==> config.mk <==
export PLATFORM = sky130hd
export DESIGN_NAME = vend_panel
export DESIGN_NICKNAME = d
export VERILOG_FILES = /design/src/rtl/vend_pkg.sv /design/src/rtl/vend_debounce.sv /design/src/rtl/vend_panel.sv
export SDC_FILE = /design/constraint.sdc
export NUM_CORES = 1
export LEC_CHECK = 0
export ABC_AREA = 1
export CORE_MARGIN = 2
export CORE_UTILIZATION = 35
export CTS_BUF_LIST = sky130_fd_sc_hd__clkbuf_8
export DETAILED_ROUTE_END_ITERATION = 8
export HOLD_SLACK_MARGIN = 0.08
export PLACE_DENSITY_LB_ADDON = 0.12
export SLEW_MARGIN = 0
export SYNTH_ARGS = -nofsm -noshare
export SYNTH_HDL_FRONTEND = slang
export SYNTH_SLANG_ARGS = --single-unit
==> constraint.sdc <==
create_clock -name clk -period 2.7 [get_ports clk]
set_clock_uncertainty 0.2 [all_clocks]
set_input_delay 0.54 -clock clk [delete_from_list [all_inputs] [get_ports clk]]
set_output_delay 0.54 -clock clk [all_outputs]
set_load 0.01 [all_outputs]
==> src/rtl/vend_pkg.sv <==
// Shared types and default timing constants for the vending front-panel block.
package vend_pkg;

   typedef logic [7:0] cnt_t;

   typedef enum logic [1:0] {
      ST_IDLE      = 2'd0,
      ST_VEND      = 2'd1,
      ST_WAIT_TAKE = 2'd2
   } vend_state_e;

   localparam int DEB_CYC_DEF    = 16;
   localparam int MOTOR_CYC_DEF  = 32;
   localparam int HOPPER_CYC_DEF = 16;
   localparam int FLASH_CYC_DEF  = 8;

   // Saturating decrement: counters rest at zero instead of wrapping.
   function automatic cnt_t dec_sat(input cnt_t v);
      if (v == 8'd0) begin
         return 8'd0;
      end else begin
         return v - 8'd1;
      end
   endfunction

endpackage

==> src/rtl/vend_debounce.sv <==
// One raw contact: 2-flop synchronizer, counting debouncer and a registered
// rising-edge pulse of the debounced level.
module vend_debounce
   import vend_pkg::*;
#(
   parameter int DEB_CYC = DEB_CYC_DEF
) (
   input  logic clk,
   input  logic resetn,
   input  logic raw_i,
   output logic rise_o
);

   logic sync1_q;
   logic sync2_q;
   logic level_q;
   logic level_d;
   logic rise_q;
   logic rise_d;
   cnt_t cnt_q;
   cnt_t cnt_d;

   // The level only flips once the synchronized input has disagreed for DEB_CYC samples.
   always_comb begin
      level_d = level_q;
      rise_d  = 1'b0;
      cnt_d   = 8'd0;
      if (sync2_q != level_q) begin
         if (cnt_q == 8'(DEB_CYC - 1)) begin
            level_d = sync2_q;
            rise_d  = sync2_q;
            cnt_d   = 8'd0;
         end else begin
            cnt_d   = cnt_q + 8'd1;
         end
      end else begin
         cnt_d = 8'd0;
      end
   end

   // Synchronizer, debounce counter and stable level registers.
   always_ff @(posedge clk or negedge resetn) begin
      if (!resetn) begin
         sync1_q <= 1'b0;
         sync2_q <= 1'b0;
         level_q <= 1'b0;
         rise_q  <= 1'b0;
         cnt_q   <= 8'd0;
      end else begin
         sync1_q <= raw_i;
         sync2_q <= sync1_q;
         level_q <= level_d;
         rise_q  <= rise_d;
         cnt_q   <= cnt_d;
      end
   end

   assign rise_o = rise_q;

endmodule

==> src/rtl/vend_panel.sv <==
// Vending front panel: debounced contacts become prioritised single-cycle events,
// controller levels drive motor, hopper and lamp timers.
module vend_panel
   import vend_pkg::*;
#(
   parameter int DEB_CYC    = DEB_CYC_DEF,
   parameter int MOTOR_CYC  = MOTOR_CYC_DEF,
   parameter int HOPPER_CYC = HOPPER_CYC_DEF,
   parameter int FLASH_CYC  = FLASH_CYC_DEF
) (
   input  logic clk,
   input  logic resetn,
   input  logic coin_sw,
   input  logic cancel_btn,
   input  logic select_btn,
   input  logic door_sw,
   input  logic flash,
   input  logic drink,
   input  logic change,
   output logic coin,
   output logic cancel,
   output logic selection,
   output logic received,
   output logic lamp_flash,
   output logic motor_on,
   output logic hopper_on,
   output logic busy
);

   logic        coin_rise_s;
   logic        cancel_rise_s;
   logic        select_rise_s;
   logic        door_rise_s;
   logic        rcv_rise_s;
   logic        flash_rise_s;
   logic        drink_rise_s;
   logic        change_rise_s;
   logic [3:0]  rise_s;
   logic [3:0]  grant_s;
   logic [3:0]  pend_q;
   logic [3:0]  pend_d;
   logic [3:0]  pulse_q;
   logic        flash_q;
   logic        drink_q;
   logic        change_q;
   vend_state_e state_q;
   vend_state_e state_d;
   cnt_t        mcnt_q;
   cnt_t        mcnt_d;
   cnt_t        hcnt_q;
   cnt_t        hcnt_d;
   cnt_t        fcnt_q;
   cnt_t        fcnt_d;
   logic        motor_q;
   logic        hopper_q;
   logic        hopper_d;
   logic        lamp_q;
   logic        busy_q;

   vend_debounce #(.DEB_CYC(DEB_CYC)) u_deb_coin   (.clk(clk), .resetn(resetn), .raw_i(coin_sw),    .rise_o(coin_rise_s));
   vend_debounce #(.DEB_CYC(DEB_CYC)) u_deb_cancel (.clk(clk), .resetn(resetn), .raw_i(cancel_btn), .rise_o(cancel_rise_s));
   vend_debounce #(.DEB_CYC(DEB_CYC)) u_deb_select (.clk(clk), .resetn(resetn), .raw_i(select_btn), .rise_o(select_rise_s));
   vend_debounce #(.DEB_CYC(DEB_CYC)) u_deb_door   (.clk(clk), .resetn(resetn), .raw_i(door_sw),    .rise_o(door_rise_s));

   assign flash_rise_s  = flash  & ~flash_q;
   assign drink_rise_s  = drink  & ~drink_q;
   assign change_rise_s = change & ~change_q;

   // Actuator FSM; a door edge only counts as a pickup once the drink has dropped.
   always_comb begin
      state_d    = state_q;
      mcnt_d     = mcnt_q;
      rcv_rise_s = 1'b0;
      case (state_q)
         ST_IDLE: begin
            if (drink_rise_s) begin
               state_d = ST_VEND;
               mcnt_d  = 8'(MOTOR_CYC);
            end else begin
               mcnt_d  = 8'd0;
            end
         end
         ST_VEND: begin
            if (mcnt_q <= 8'd1) begin
               state_d = ST_WAIT_TAKE;
               mcnt_d  = 8'd0;
            end else begin
               mcnt_d  = dec_sat(mcnt_q);
            end
         end
         ST_WAIT_TAKE: begin
            if (door_rise_s) begin
               rcv_rise_s = 1'b1;
               state_d    = ST_IDLE;
            end else begin
               state_d    = ST_WAIT_TAKE;
            end
         end
         default: begin
            state_d = ST_IDLE;
            mcnt_d  = 8'd0;
         end
      endcase
   end

   // Hopper ignores new requests mid-payout; the lamp timer restarts on every edge.
   always_comb begin
      hcnt_d = dec_sat(hcnt_q);
      fcnt_d = dec_sat(fcnt_q);
      if (change_rise_s && !hopper_q) begin
         hcnt_d = 8'(HOPPER_CYC);
      end else begin
         hcnt_d = dec_sat(hcnt_q);
      end
      if (flash_rise_s) begin
         fcnt_d = 8'(FLASH_CYC);
      end else begin
         fcnt_d = dec_sat(fcnt_q);
      end
      hopper_d = (hcnt_d != 8'd0);
   end

   // Fixed-priority arbiter over one-deep pending flags: cancel > coin > selection > received.
   always_comb begin
      rise_s  = {rcv_rise_s, select_rise_s, coin_rise_s, cancel_rise_s};
      grant_s = 4'b0000;
      if (pend_q[0]) begin
         grant_s = 4'b0001;
      end else if (pend_q[1]) begin
         grant_s = 4'b0010;
      end else if (pend_q[2]) begin
         grant_s = 4'b0100;
      end else if (pend_q[3]) begin
         grant_s = 4'b1000;
      end else begin
         grant_s = 4'b0000;
      end
      pend_d = (pend_q & ~grant_s) | rise_s;
   end

   // All state and registered outputs.
   always_ff @(posedge clk or negedge resetn) begin
      if (!resetn) begin
         state_q  <= ST_IDLE;
         mcnt_q   <= 8'd0;
         hcnt_q   <= 8'd0;
         fcnt_q   <= 8'd0;
         pend_q   <= 4'b0000;
         pulse_q  <= 4'b0000;
         flash_q  <= 1'b0;
         drink_q  <= 1'b0;
         change_q <= 1'b0;
         motor_q  <= 1'b0;
         hopper_q <= 1'b0;
         lamp_q   <= 1'b0;
         busy_q   <= 1'b0;
      end else begin
         state_q  <= state_d;
         mcnt_q   <= mcnt_d;
         hcnt_q   <= hcnt_d;
         fcnt_q   <= fcnt_d;
         pend_q   <= pend_d;
         pulse_q  <= grant_s;
         flash_q  <= flash;
         drink_q  <= drink;
         change_q <= change;
         motor_q  <= (state_d == ST_VEND);
         hopper_q <= hopper_d;
         lamp_q   <= (fcnt_d != 8'd0);
         busy_q   <= (state_d != ST_IDLE) || hopper_d;
      end
   end

   assign cancel     = pulse_q[0];
   assign coin       = pulse_q[1];
   assign selection  = pulse_q[2];
   assign received   = pulse_q[3];
   assign motor_on   = motor_q;
   assign hopper_on  = hopper_q;
   assign lamp_flash = lamp_q;
   assign busy       = busy_q;

endmodule
After elaboration in Yosys (flattened, before gate mapping)
Cells that the tools add are included.
Cells by class
  add/subtract/negate cells: 7
  multiply operators: 0
  div/mod/pow operators: 0
  magnitude comparators: 1
  equal/unequal tests: 11
  shift-type cells: 0
  muxes and demuxes: 34
  bitwise operators: 9
  reduce and logical (&&, ||, !) cells: 14
Operators with widths (count)
  two-way mux 8 bit: 14
  adder 8 x 1 -> 8 bit (second input constant): 4
  == test 8 x 4 -> 1 bit (second input constant): 4
  logical NOT 8 bit: 3
  one-hot mux 8 bit (3 select lines): 1
  subtractor 8 x 1 -> 8 bit (second input constant): 3
  two-way mux 4 bit: 4
  nonzero test 8 bit: 2
  two-way mux 1 bit: 10
  less-or-equal comparator 8 x 1 -> 1 bit (second input constant): 1
  AND reduction 2 bit: 4
  two-way mux 2 bit: 3
  two-way mux 6 bit: 1
  one-hot mux 2 bit (3 select lines): 1
  AND 4 bit: 1
  == test 2 x 1 -> 1 bit (second input constant): 2
  inequality test 1 bit: 4
  NOT 4 bit: 1
  OR 4 bit: 1
  AND 1 bit: 3
  NOT 1 bit: 3
  == test 2 bit (second input constant): 1
  logical NOT 2 bit: 1
  nonzero test 2 bit: 1
  3 further kinds: 3
Word-level totals
  register bits after elaboration: 89
  bits in latches: 0
  bits in writable memories: 0
  bits in read-only memories: 0
  logic and storage cells: 109
  memories kept: 0

Depth between registers and ports, before layout
Gate-level depths: netlist (run 1).
  depth in word-level cells: 7
  mapped depth: 11
  mapped depth without buffers: 11

Hierarchy
Synthesis (run 1) repeated with hierarchy kept, for this count alone.
Second synthesis, totals
  cells, all modules: 480
  area, all modules: 4161.5 um^2
Modules (own cells, without submodules)
  vend_panel: times used 1, cells each 228, area an instance 1968.1 um^2
  vend_debounce (u_deb_cancel ...): times used 3, cells each 63, area an instance 549.3 um^2
  vend_debounce (u_deb_select): times used 1, cells each 63, area an instance 545.5 um^2

Worst setup path after synthesis (run 1)
Ideal clock, no wire load.
  kind: reg-to-reg
  start: reg mcnt_q[0]
  end: reg mcnt_q[7]
  arrival: 1.266 ns
  required time: 2.380 ns
  path slack: 1.113 ns
  stages on the path, launching flop included: 12
  buffers on the path: 0
  clock period less this slack: 1.587 ns
  path through: dfrtp_1 -> inv_1 -> ha_1 -> inv_1 -> nand2_1 -> nand2_2 -> nor2_4 -> nor2_4 -> nand2_4 -> a21oi_1 -> o21ai_1 -> nand2_1
On the way
  word-level cells in the longest chain between the ends: 4
  elaborated cells on any way between the ends: 6
  those cells by class: add/sub (1); order compare (1); mux (3); reduce/logical (1)
RTL lines
  start, declared: line vend_panel.sv:48  | cnt_t mcnt_q;
  start signal, assigned: line vend_panel.sv:159  | mcnt_q <= mcnt_d;
  subtractor 8 x 1 -> 8 bit or logical NOT 8 bit (tied branches): line vend_pkg.sv:22, vend_pkg.sv:19
  two-way mux 8 bit: line vend_pkg.sv:19  | if (v == 8'd0) begin
  two-way mux 8 bit *: line vend_panel.sv:84  | if (mcnt_q <= 8'd1) begin
  one-hot mux 8 bit (3 select lines) *: line vend_panel.sv:74  | case (state_q)
Every way passes the cells marked *; elsewhere a longest branch is shown, timed or not.
A chain may end at the register's enable or synchronous reset.

Worst setup path after layout (run 1)
  start: reg hopper_q, in the netlist hopper_on
  end: out hopper_on
RTL lines
  start, declared: line vend_panel.sv:55  | logic hopper_q;
  start signal, assigned: line vend_panel.sv:168  | hopper_q <= hopper_d;
  end, declared: line vend_panel.sv:26  | output logic hopper_on,
No word-level cell between the ends.

==> results.sh, run 1 <==
export IMPL_status="complete, no violations"
export IMPL_worstSkewPairLatency_ns=0.36
export IMPL_routed_top_layer="met4"
export IMPL_cts_setup_buffers=0
export IMPL_arrival_ns=1.30
export IMPL_nNetsFinal=499
export IMPL_p_comb_frac=0.234
export IMPL_cts_root_buf="clkbuf_8"
export IMPL_slew_viol_final=0
export IMPL_syn_num_nets=470
export IMPL_hp_class="flop to flop"
export IMPL_drive_gt1_frac=0.120
export IMPL_antenna_found_initial=0
export IMPL_ys_ff_latch=89
export IMPL_firstDrtPassIters=4
export IMPL_die_y_um=111
export IMPL_setup_viol=0
export IMPL_slowest_stage="clkdlybuf4s50_1"
export IMPL_grt_first_pass_wirelength_um=12300
export IMPL_start_util=0.357
export IMPL_die_w_um=111
export IMPL_critPathRequiredTime_ns=1.96
export IMPL_cp_top_family="buffers and inverters"
export IMPL_rsz0062_at_grt="false"
export IMPL_drt_iter0_markers=99
export IMPL_path_max_fanout=2
export IMPL_routed_wirelength_um=6750
export IMPL_fillers=1128
export IMPL_yosysWarningCount=0
export IMPL_die_area_sq_um=12400
export IMPL_port_buffers=16
export IMPL_clkPwrFrac=0.278
export IMPL_top_level_ports=17
export IMPL_path_clk_slew_ns=0.08
export IMPL_power_density_nw_per_um2=701
export IMPL_cap_violations=0
export IMPL_critical_path_max_stage_delay_ns=0.55
export IMPL_met1_length_um=3470
export IMPL_n_antenna_cell=0
export IMPL_avgViaCountPerCell=4.47
export IMPL_irDropWorstVdd_uv=282
export IMPL_final_util=0.406
export IMPL_gp_congestion=0.831
export IMPL_drc=0
export IMPL_tns_ns=0
export IMPL_synth_cell_types=29
export IMPL_post_drt_wl_per_cell_um=10.8
export IMPL_via_count=2800
export IMPL_start_kind="flop"
export IMPL_cts_tree="done"
export IMPL_cts_resized=0
export IMPL_first_global_vias=2784
export IMPL_cp_cell_sequence="clkdlybuf4s50_1"
export IMPL_cts_sinks=89
export IMPL_rows=39
export IMPL_fmax_mhz=489
export IMPL_worstSetupPathType="flop to primary output"
export IMPL_grt_start_max_net_pins=56
export IMPL_p_sw_uw=1030
export IMPL_grt_total_usage=0.122
export IMPL_syn_to_final_growth_pct=13.7
export IMPL_hpwlAfterDp_um=4830
export IMPL_final_hold_violation_count=0
export IMPL_internal_power_uw=2190
export IMPL_synth_cell_area_sq_um=4040
export IMPL_cts_buffer_depth=2
export IMPL_slew_headroom=0.680
export IMPL_finalCritPeriodShare=0.757
export IMPL_worstSetupEndpointType="primary output"
export IMPL_grt_overflow=0
export IMPL_worstMarginPinSlew_ns=0.480
export IMPL_switching_share=0.321
export IMPL_htreeDepth=3
export IMPL_dr_wl_met2_um=2890
export IMPL_wl_met3_um=218
export IMPL_seq_area_frac_synth=0.551
export IMPL_synth_area_per_cell_sq_um=8.98
export IMPL_core_area_sq_um=11300
export IMPL_seq_power_share=0.488
export IMPL_p_leak_uw=0.00236
export IMPL_hold_buffers=1
export IMPL_path_buf_inv=1
export IMPL_period_minus_slack_ns=2.04
export IMPL_synth_cells=450
export IMPL_report_power_total_uw=3220
export IMPL_antenna_left=0
export IMPL_numCtsBuffers=9
[flip-flops by register name (all words and copies together) (netlist names), 2 cells and up]
register,count
u_deb_select.cnt_q,8
hcnt_q,8
pulse_q,4
pend_q,4
u_deb_door.cnt_q,8
u_deb_cancel.cnt_q,8
state_q,2
u_deb_coin.cnt_q,8
fcnt_q,8
mcnt_q,8
[through the flow]
stage | worst slack (ns) | hold WS, ns | instance area [sq um] | cells
CTS | 0.614 | 0.155 | 4600 | 627
finish | 0.657 | 0.153 | 4600 | 627
detailed placement | 0.586 | 0.136 | 4400 | 610
floorplan | 1.11 | 0.0444 | 4040 | 450
global placement | 0.617 | 0.134 | 4400 | 610
global route | 0.614 | 0.162 | 4600 | 627
[per-layer routing]
layer	GRT usage	vias up
met5	0	-
met4	0.0658	0
met3	0.0289	12
met2	0.187	29
met1	0.160	1284
li1	-	1475
[worst paths after layout]
| check | from | end | slack, ns | depth (start not counted) |
|---|---|---|---|---|
| max in group asynchronous | resetn | u_deb_select.cnt_q[1]$_DFF_PN0_ | 1.18 | 3 |
| setup / recovery | hopper_on$_DFF_PN0_ | hopper_on | 0.66 | 1 |
| hold reg to reg | u_deb_cancel.rise_o$_DFF_PN0_ | pend_q[0]$_DFF_PN0_ | 0.15 | 0 |
| setup reg to reg | mcnt_q[0]$_DFFE_PN0P_ | mcnt_q[7]$_DFFE_PN0P_ | 0.93 | 11 |
| min in group asynchronous | resetn | u_deb_coin.cnt_q[5]$_DFF_PN0_ | 0.48 | 2 |
| hold / removal | u_deb_cancel.rise_o$_DFF_PN0_ | pend_q[0]$_DFF_PN0_ | 0.15 | 0 |
[final cells by class]
type                            count  area, sq um  share of cell area
Inverter                           71          267              0.0580
Timing Repair Buffer               18          188              0.0408
Tap cell                          143          179              0.0389
Clock buffer                       10          138              0.0299
Clock inverter                      6         51.3              0.0112
Sequential cell                    89         2230               0.484
Multi-Input combinational cell    290         1550               0.337
[power by group through the flow]
stage | Combinational, uW | Sequential (uW) | Clock, uW
after floorplan | 591 | 1580 | 0
after global placement | 762 | 1600 | 0
after detailed placement | 762 | 1600 | 0
after CTS | 764 | 1570 | 948
after global routing | 883 | 1590 | 984
final | 753 | 1570 | 895
[kinds of logic (layout without fill, tap and decap cells)]
logic type	after synthesis	in the layout	synth area share
and+or+nand+nor	212	212	0.245
buffers and inverters	71	105	0.0659
AOI/OAI and AO/OA	54	54	0.0759
xor gates and xnor gates	13	13	0.0282
adders and majority gates	11	11	0.0341
DFF	89	89	0.551
[cell usage after synthesis, drive strengths merged]
cell type / n / share of area
a21o: 1 / 0.0019
a21oi: 21 / 0.030
dfrtp: 89 / 0.55
ha: 11 / 0.034
inv: 71 / 0.066
nand2: 83 / 0.084
nand3: 29 / 0.038
nand4: 10 / 0.015
nor2: 84 / 0.094
nor3: 1 / 0.0040
nor3b: 4 / 0.0074
o211ai: 2 / 0.0037
o21a: 1 / 0.0019
o21ai: 25 / 0.032
o21bai: 2 / 0.0037
o22ai: 2 / 0.0031
or2: 1 / 0.0015
xnor2: 2 / 0.0043
xor2: 11 / 0.024
[cells in the final DEF (no fill, tap or decap), types with 2 or more instances in the layout]
cell type | synthesis | layout
nand3_1 | 27 | 27
clkinv_2 | 0 | 2
ha_1 | 11 | 11
clkbuf_8 | 0 | 10
xnor2_1 | 2 | 2
nand2_1 | 76 | 76
clkdlybuf4s50_1 | 0 | 15
o21ai_1 | 9 | 9
nor2_4 | 4 | 4
o21ai_0 | 15 | 15
nor2_1 | 66 | 66
nand2_2 | 5 | 5
o21bai_1 | 2 | 2
dfrtp_1 | 89 | 89
xor2_1 | 11 | 11
nand3_2 | 2 | 2
o211ai_1 | 2 | 2
nor3b_1 | 4 | 4
nand2_4 | 2 | 2
a21oi_1 | 19 | 19
o22ai_1 | 2 | 2
nand4_1 | 10 | 10
nor2_2 | 14 | 14
inv_1 | 60 | 63
inv_2 | 11 | 11
No activity file was read; power rests on OpenSTA's default activity.
==> run 2, diff against run 1 <==
==> constraint.sdc (replaced) <==
create_clock -name clk -period 2.13 [get_ports clk]
set_clock_uncertainty 0.2 [all_clocks]
set_input_delay 0.426 -clock clk [delete_from_list [all_inputs] [get_ports clk]]
set_output_delay 0.426 -clock clk [all_outputs]
set_load 0.01 [all_outputs]
==> run 2 against run 1 <==
  * Final area up 1.5%
  * Sequential power up 27%
  * Global-route usage fell by 0.25 points
  * Routed wire length up 0.18%
  * Critical path type unchanged
==> results.sh, run 2 (same netlist as run 1, synthesis figures left out) <==
export IMPL_status="complete, no violations"
export IMPL_cts_resized=0
export IMPL_path_max_fanout=2
export IMPL_switching_share=0.312
export IMPL_p_sw_uw=1330
export IMPL_grt_total_usage=0.119
export IMPL_p_comb_frac=0.225
export IMPL_drive_gt1_frac=0.130
export IMPL_firstDrtPassIters=4
export IMPL_port_buffers=16
export IMPL_internal_power_uw=2940
export IMPL_r2r_start="mcnt_q[0]$_DFFE_PN0P_"
export IMPL_avgViaCountPerCell=4.54
export IMPL_via_count=2858
export IMPL_period_minus_slack_ns=1.93
export IMPL_antenna_left=0
export IMPL_mostFrequentLayoutCells="dfrtp_1 (89), nand2_1 (76), nor2_1 (66), inv_1 (60), nand3_1 (27)"
export IMPL_antenna_found_initial=0
export IMPL_post_drt_wl_per_cell_um=10.7
export IMPL_rows=39
export IMPL_drc=0
export IMPL_seq_power_share=0.466
export IMPL_die_area_sq_um=12400
export IMPL_first_global_vias=2706
export IMPL_cap_violations=0
export IMPL_n_antenna_cell=0
export IMPL_tns_ns=0
export IMPL_final_hold_violation_count=0
export IMPL_hold_buffers=1
export IMPL_power_density_nw_per_um2=916
export IMPL_slew_viol_final=0
export IMPL_drt_iter0_markers=131
export IMPL_arrival_ns=1.30
export IMPL_cts_buffer_depth=2
export IMPL_hpwlAfterDp_um=5000
export IMPL_grt_start_max_net_pins=28
export IMPL_cts_tree="done"
export IMPL_path_buf_inv=1
export IMPL_nNetsFinal=501
export IMPL_preCtsSetupSlack_ns=0.158
export IMPL_syn_to_final_growth_pct=15.4
export IMPL_grt_first_pass_wirelength_um=12000
export IMPL_setup_viol=0
export IMPL_final_common_cell="dfrtp_1"
export IMPL_critical_path_max_stage_delay_ns=0.55
export IMPL_die_y_um=111
export IMPL_gp_congestion=0.840
export IMPL_numCtsBuffers=9
export IMPL_cts_root_buf="clkbuf_8"
export IMPL_fillers=1147
export IMPL_cp_cell_sequence="clkdlybuf4s50_1"
export IMPL_path_clk_slew_ns=0.09
export IMPL_critPathRequiredTime_ns=1.50
export IMPL_fmax_mhz=518
export IMPL_start_kind="flop"
export IMPL_whs_ns=0.154
export IMPL_crit_start="hopper_on$_DFF_PN0_"
export IMPL_die_w_um=111
export IMPL_final_setup_worst_slack_ns=0.200
export IMPL_worstMarginPinSlew_ns=0.343
export IMPL_slowest_stage="clkdlybuf4s50_1"
export IMPL_finalCritPeriodShare=0.906
export IMPL_cts_sinks=89
export IMPL_top_level_ports=17
export IMPL_place_inst=612
export IMPL_instances_no_fill=629
export IMPL_slew_headroom=0.771
export IMPL_start_util=0.357
export IMPL_routed_wirelength_um=6760
export IMPL_clkPwrFrac=0.308
export IMPL_cts_setup_buffers=0
export IMPL_min_from="u_deb_cancel.rise_o$_DFF_PN0_"
export IMPL_hp_class="flop to flop"
export IMPL_irDropWorstVdd_uv=491
export IMPL_worstSkewPairLatency_ns=0.36
export IMPL_htreeDepth=3
export IMPL_worstSetupPathType="flop to primary output"
export IMPL_grt_overflow=0
export IMPL_rsz0062_at_grt="false"
export IMPL_core_area_sq_um=11300
export IMPL_worstSetupEndpointType="primary output"
export IMPL_p_leak_uw=0.00238
export IMPL_cp_top_family="buffers and inverters"
run 2: layout make-up:
class,instances,area (sq um),share of cell area
Clock buffer,11,151,0.0325
Multi-Input combinational cell,290,1550,0.332
Sequential cell,89,2230,0.477
Tap cell,143,179,0.0384
Timing Repair Buffer,20,215,0.0461
Inverter,71,267,0.0571
Clock inverter,5,77.6,0.0166
run 2: worst paths after layout:
kind	depth (start not counted)	to	slack [ns]
max in group asynchronous	3	busy$_DFF_PN0_	0.90
min	0	pend_q[0]$_DFF_PN0_	0.15
min in group asynchronous	2	u_deb_coin.cnt_q[5]$_DFF_PN0_	0.31
min reg2reg	0	pend_q[0]$_DFF_PN0_	0.15
max	1	hopper_on	0.20
max reg2reg	11	mcnt_q[7]$_DFFE_PN0P_	0.36
run 2: per-stage QoR:
| stage | area (sq um) | total power [uW] | util |
|---|---|---|---|
| final | 4660 | 4270 | 0.412 |
| after global routing | 4660 | 4570 | 0.412 |
| after global placement | 4430 | 3000 | 0.391 |
| after detailed placement | 4430 | 3000 | 0.391 |
| after floorplan | 4040 | 2750 | - |
| after CTS | 4660 | 4340 | 0.412 |
run 2: power groups by stage:
stage          registers (uW)  clock network [uW]  logic (uW)
2_1_floorplan            2000                   0         749
6_report                 1990                1320         962
4_1_cts                  1990                1370         980
3_3_place_gp             2030                   0         975
3_5_place_dp             2020                   0         977
5_1_grt                  2010                1440        1110
run 2: per-layer routing:
| metal | up-vias | share of wire | global-route usage |
|---|---|---|---|
| li1 | 1484 | - | - |
| met1 | 1333 | 0.50 | 0.152 |
| met2 | 30 | 0.45 | 0.185 |
| met3 | 11 | 0.031 | 0.0348 |
| met4 | 0 | 0.020 | 0.0626 |
| met5 | - | 0 | 0 |
==> run 3, diff against run 2 <==
--- a/config.mk
+++ b/config.mk
@@ -10,6 +10,7 @@
 export CORE_UTILIZATION = 35
 export CTS_BUF_LIST = sky130_fd_sc_hd__clkbuf_8
 export DETAILED_ROUTE_END_ITERATION = 8
+export DONT_BUFFER_PORTS = 1
 export HOLD_SLACK_MARGIN = 0.08
 export PLACE_DENSITY_LB_ADDON = 0.12
 export SLEW_MARGIN = 0
==> run 3 against run 2 <==
  * The run now ends with negative hold slack left
  * Utilization shrank 1.6 points
  * Sequential share of layout area is 1.9 points higher
  * Critical path type is now flop to flop
  * Largest cell class unchanged
  * Final area shrank 3.9%
==> results.sh, run 3 (same netlist as run 1, synthesis figures left out) <==
export IMPL_status="finished with violations"
export IMPL_violations="negative hold slack"
export IMPL_drive_gt1_frac=0.123
export IMPL_slew_viol_final=0
export IMPL_worstSetupPathType="flop to flop"
export IMPL_r2r_start="mcnt_q[0]$_DFFE_PN0P_"
export IMPL_cts_root_buf="clkbuf_8"
export IMPL_port_buffers=0
export IMPL_hold_buffers=7
export IMPL_hpwlAfterDp_um=4770
export IMPL_r2r_cells=11
export IMPL_via_count=2788
export IMPL_final_common_cell="dfrtp_1"
export IMPL_n_antenna_cell=0
export IMPL_numCtsBuffers=9
export IMPL_arrival_ns=1.80
export IMPL_cts_buffer_depth=2
export IMPL_grt_total_usage=0.123
export IMPL_path_max_fanout=8
export IMPL_final_hold_violation_count=89
export IMPL_whs_ns=-0.447
export IMPL_antenna_found_initial=0
export IMPL_rows=39
export IMPL_avgViaCountPerCell=4.53
export IMPL_first_global_vias=2775
export IMPL_grt_first_pass_wirelength_um=12400
export IMPL_cap_violations=0
export IMPL_top_level_ports=17
export IMPL_start_util=0.357
export IMPL_final_area_sq_um=4480
export IMPL_path_clk_slew_ns=0.08
export IMPL_instances_no_fill=616
export IMPL_critPathRequiredTime_ns=2.18
export IMPL_seq_area_sq_um=2230
export IMPL_preCtsSetupSlack_ns=0.411
export IMPL_antenna_left=0
export IMPL_p_leak_uw=0.00231
export IMPL_worstMarginPinSlew_ns=0.362
export IMPL_gp_congestion=0.879
export IMPL_cts_resized=0
export IMPL_fillers=1151
export IMPL_worstSetupEndpointType="flop"
export IMPL_place_inst=593
export IMPL_multi_input_area_sq_um=1550
export IMPL_grt_overflow=0
export IMPL_irDropWorstVdd_uv=372
export IMPL_cts_sinks=89
export IMPL_core_area_sq_um=11300
export IMPL_mostFrequentLayoutCells="dfrtp_1 (89), nand2_1 (76), nor2_1 (66), inv_1 (61), nand3_1 (27)"
export IMPL_period_minus_slack_ns=1.75
export IMPL_r2r_slack_ns=0.38
export IMPL_tns_ns=0
export IMPL_die_y_um=111
export IMPL_power_density_nw_per_um2=894
export IMPL_htreeDepth=3
export IMPL_nNetsFinal=488
export IMPL_cts_setup_buffers=0
export IMPL_worstSkewPairLatency_ns=0.36
export IMPL_post_drt_wl_per_cell_um=11.1
export IMPL_finalCritPeriodShare=0.820
export IMPL_final_setup_worst_slack_ns=0.383
export IMPL_die_area_sq_um=12400
export IMPL_routed_wirelength_um=6870
export IMPL_rsz0062_at_grt="false"
export IMPL_start_kind="flop"
export IMPL_firstDrtPassIters=4
export IMPL_crit_start="mcnt_q[0]$_DFFE_PN0P_"
export IMPL_hp_class="input port to asynchronous set/reset pin"
export IMPL_drt_iter0_markers=131
export IMPL_r2r_end="mcnt_q[7]$_DFFE_PN0P_"
export IMPL_syn_to_final_growth_pct=10.9
export IMPL_setup_viol=0
export IMPL_slew_headroom=0.759
export IMPL_fmax_mhz=572
export IMPL_die_w_um=111
export IMPL_dpl_cell_area_sq_um=4220
export IMPL_cts_tree="done"
export IMPL_grt_start_max_net_pins=90
export IMPL_drc=0
[run 3: cell count changes in the layout (fill, tap and decap cells not counted)]
cell	before	now
buf_12	2	0
clkdlybuf4s50_1	15	0
dlygate4sd3_1	1	7
bufinv_16	2	0
clkbuf_8	11	13
clkinvlp_4	1	0
inv_1	60	61
buf_4	2	0
[run 3: worst max-delay path by stage]
stage                     slack (ns)               endpoint  depth (start not counted)
after floorplan                 0.54  mcnt_q[7]$_DFFE_PN0P_                         11
after global placement          0.46  mcnt_q[7]$_DFFE_PN0P_                         11
after detailed placement        0.41  mcnt_q[7]$_DFFE_PN0P_                         11
after CTS                       0.38  mcnt_q[7]$_DFFE_PN0P_                         11
after global routing            0.26         busy$_DFF_PN0_                         10
final                           0.38  mcnt_q[7]$_DFFE_PN0P_                         11
[run 3: per-layer routing]
| layer | global-route usage | part of all wire | wire length, um | up-vias |
|---|---|---|---|---|
| li1 | - | - | - | 1452 |
| met2 | 0.189 | 0.43 | 2940 | 39 |
| met5 | 0 | 0 | 0 | - |
| met3 | 0.0316 | 0.033 | 228 | 12 |
| met4 | 0.0617 | 0.024 | 165 | 0 |
| met1 | 0.161 | 0.51 | 3530 | 1285 |
[run 3: stage by stage]
step	utilization	hold slack (ns)	total power [uW]
5_1_grt	0.396	-0.487	4330
3_3_place_gp	0.373	-0.0677	2920
2_1_floorplan	-	-0.0696	2750
3_5_place_dp	0.373	-0.0673	2930
6_report	0.396	-0.447	4010
4_1_cts	0.396	-0.477	4090
[run 3: critical path, stage by stage (launching register included)]
cell	delay, ns
dfrtp_1	0.41
inv_1	0.13
ha_1	0.25
inv_1	0.06
nand2_1	0.07
nand2_2	0.06
nor2_4	0.13
nor2_4	0.05
nand2_4	0.10
a21oi_1	0.05
o21ai_1	0.07
nand2_1	0.06
[run 3: layout make-up]
type | count | area share
flip-flops and latches | 89 | 0.497
clock buffers | 13 | 0.0399
multi-input cells | 290 | 0.345
clock inverters | 3 | 0.00307
inverters | 71 | 0.0594
well taps | 143 | 0.0399
repair buffers | 7 | 0.0156
[run 3: report_power, final]
group	internal, uW	switching (uW)
registers	1860	143
logic	331	560
clock network	544	572
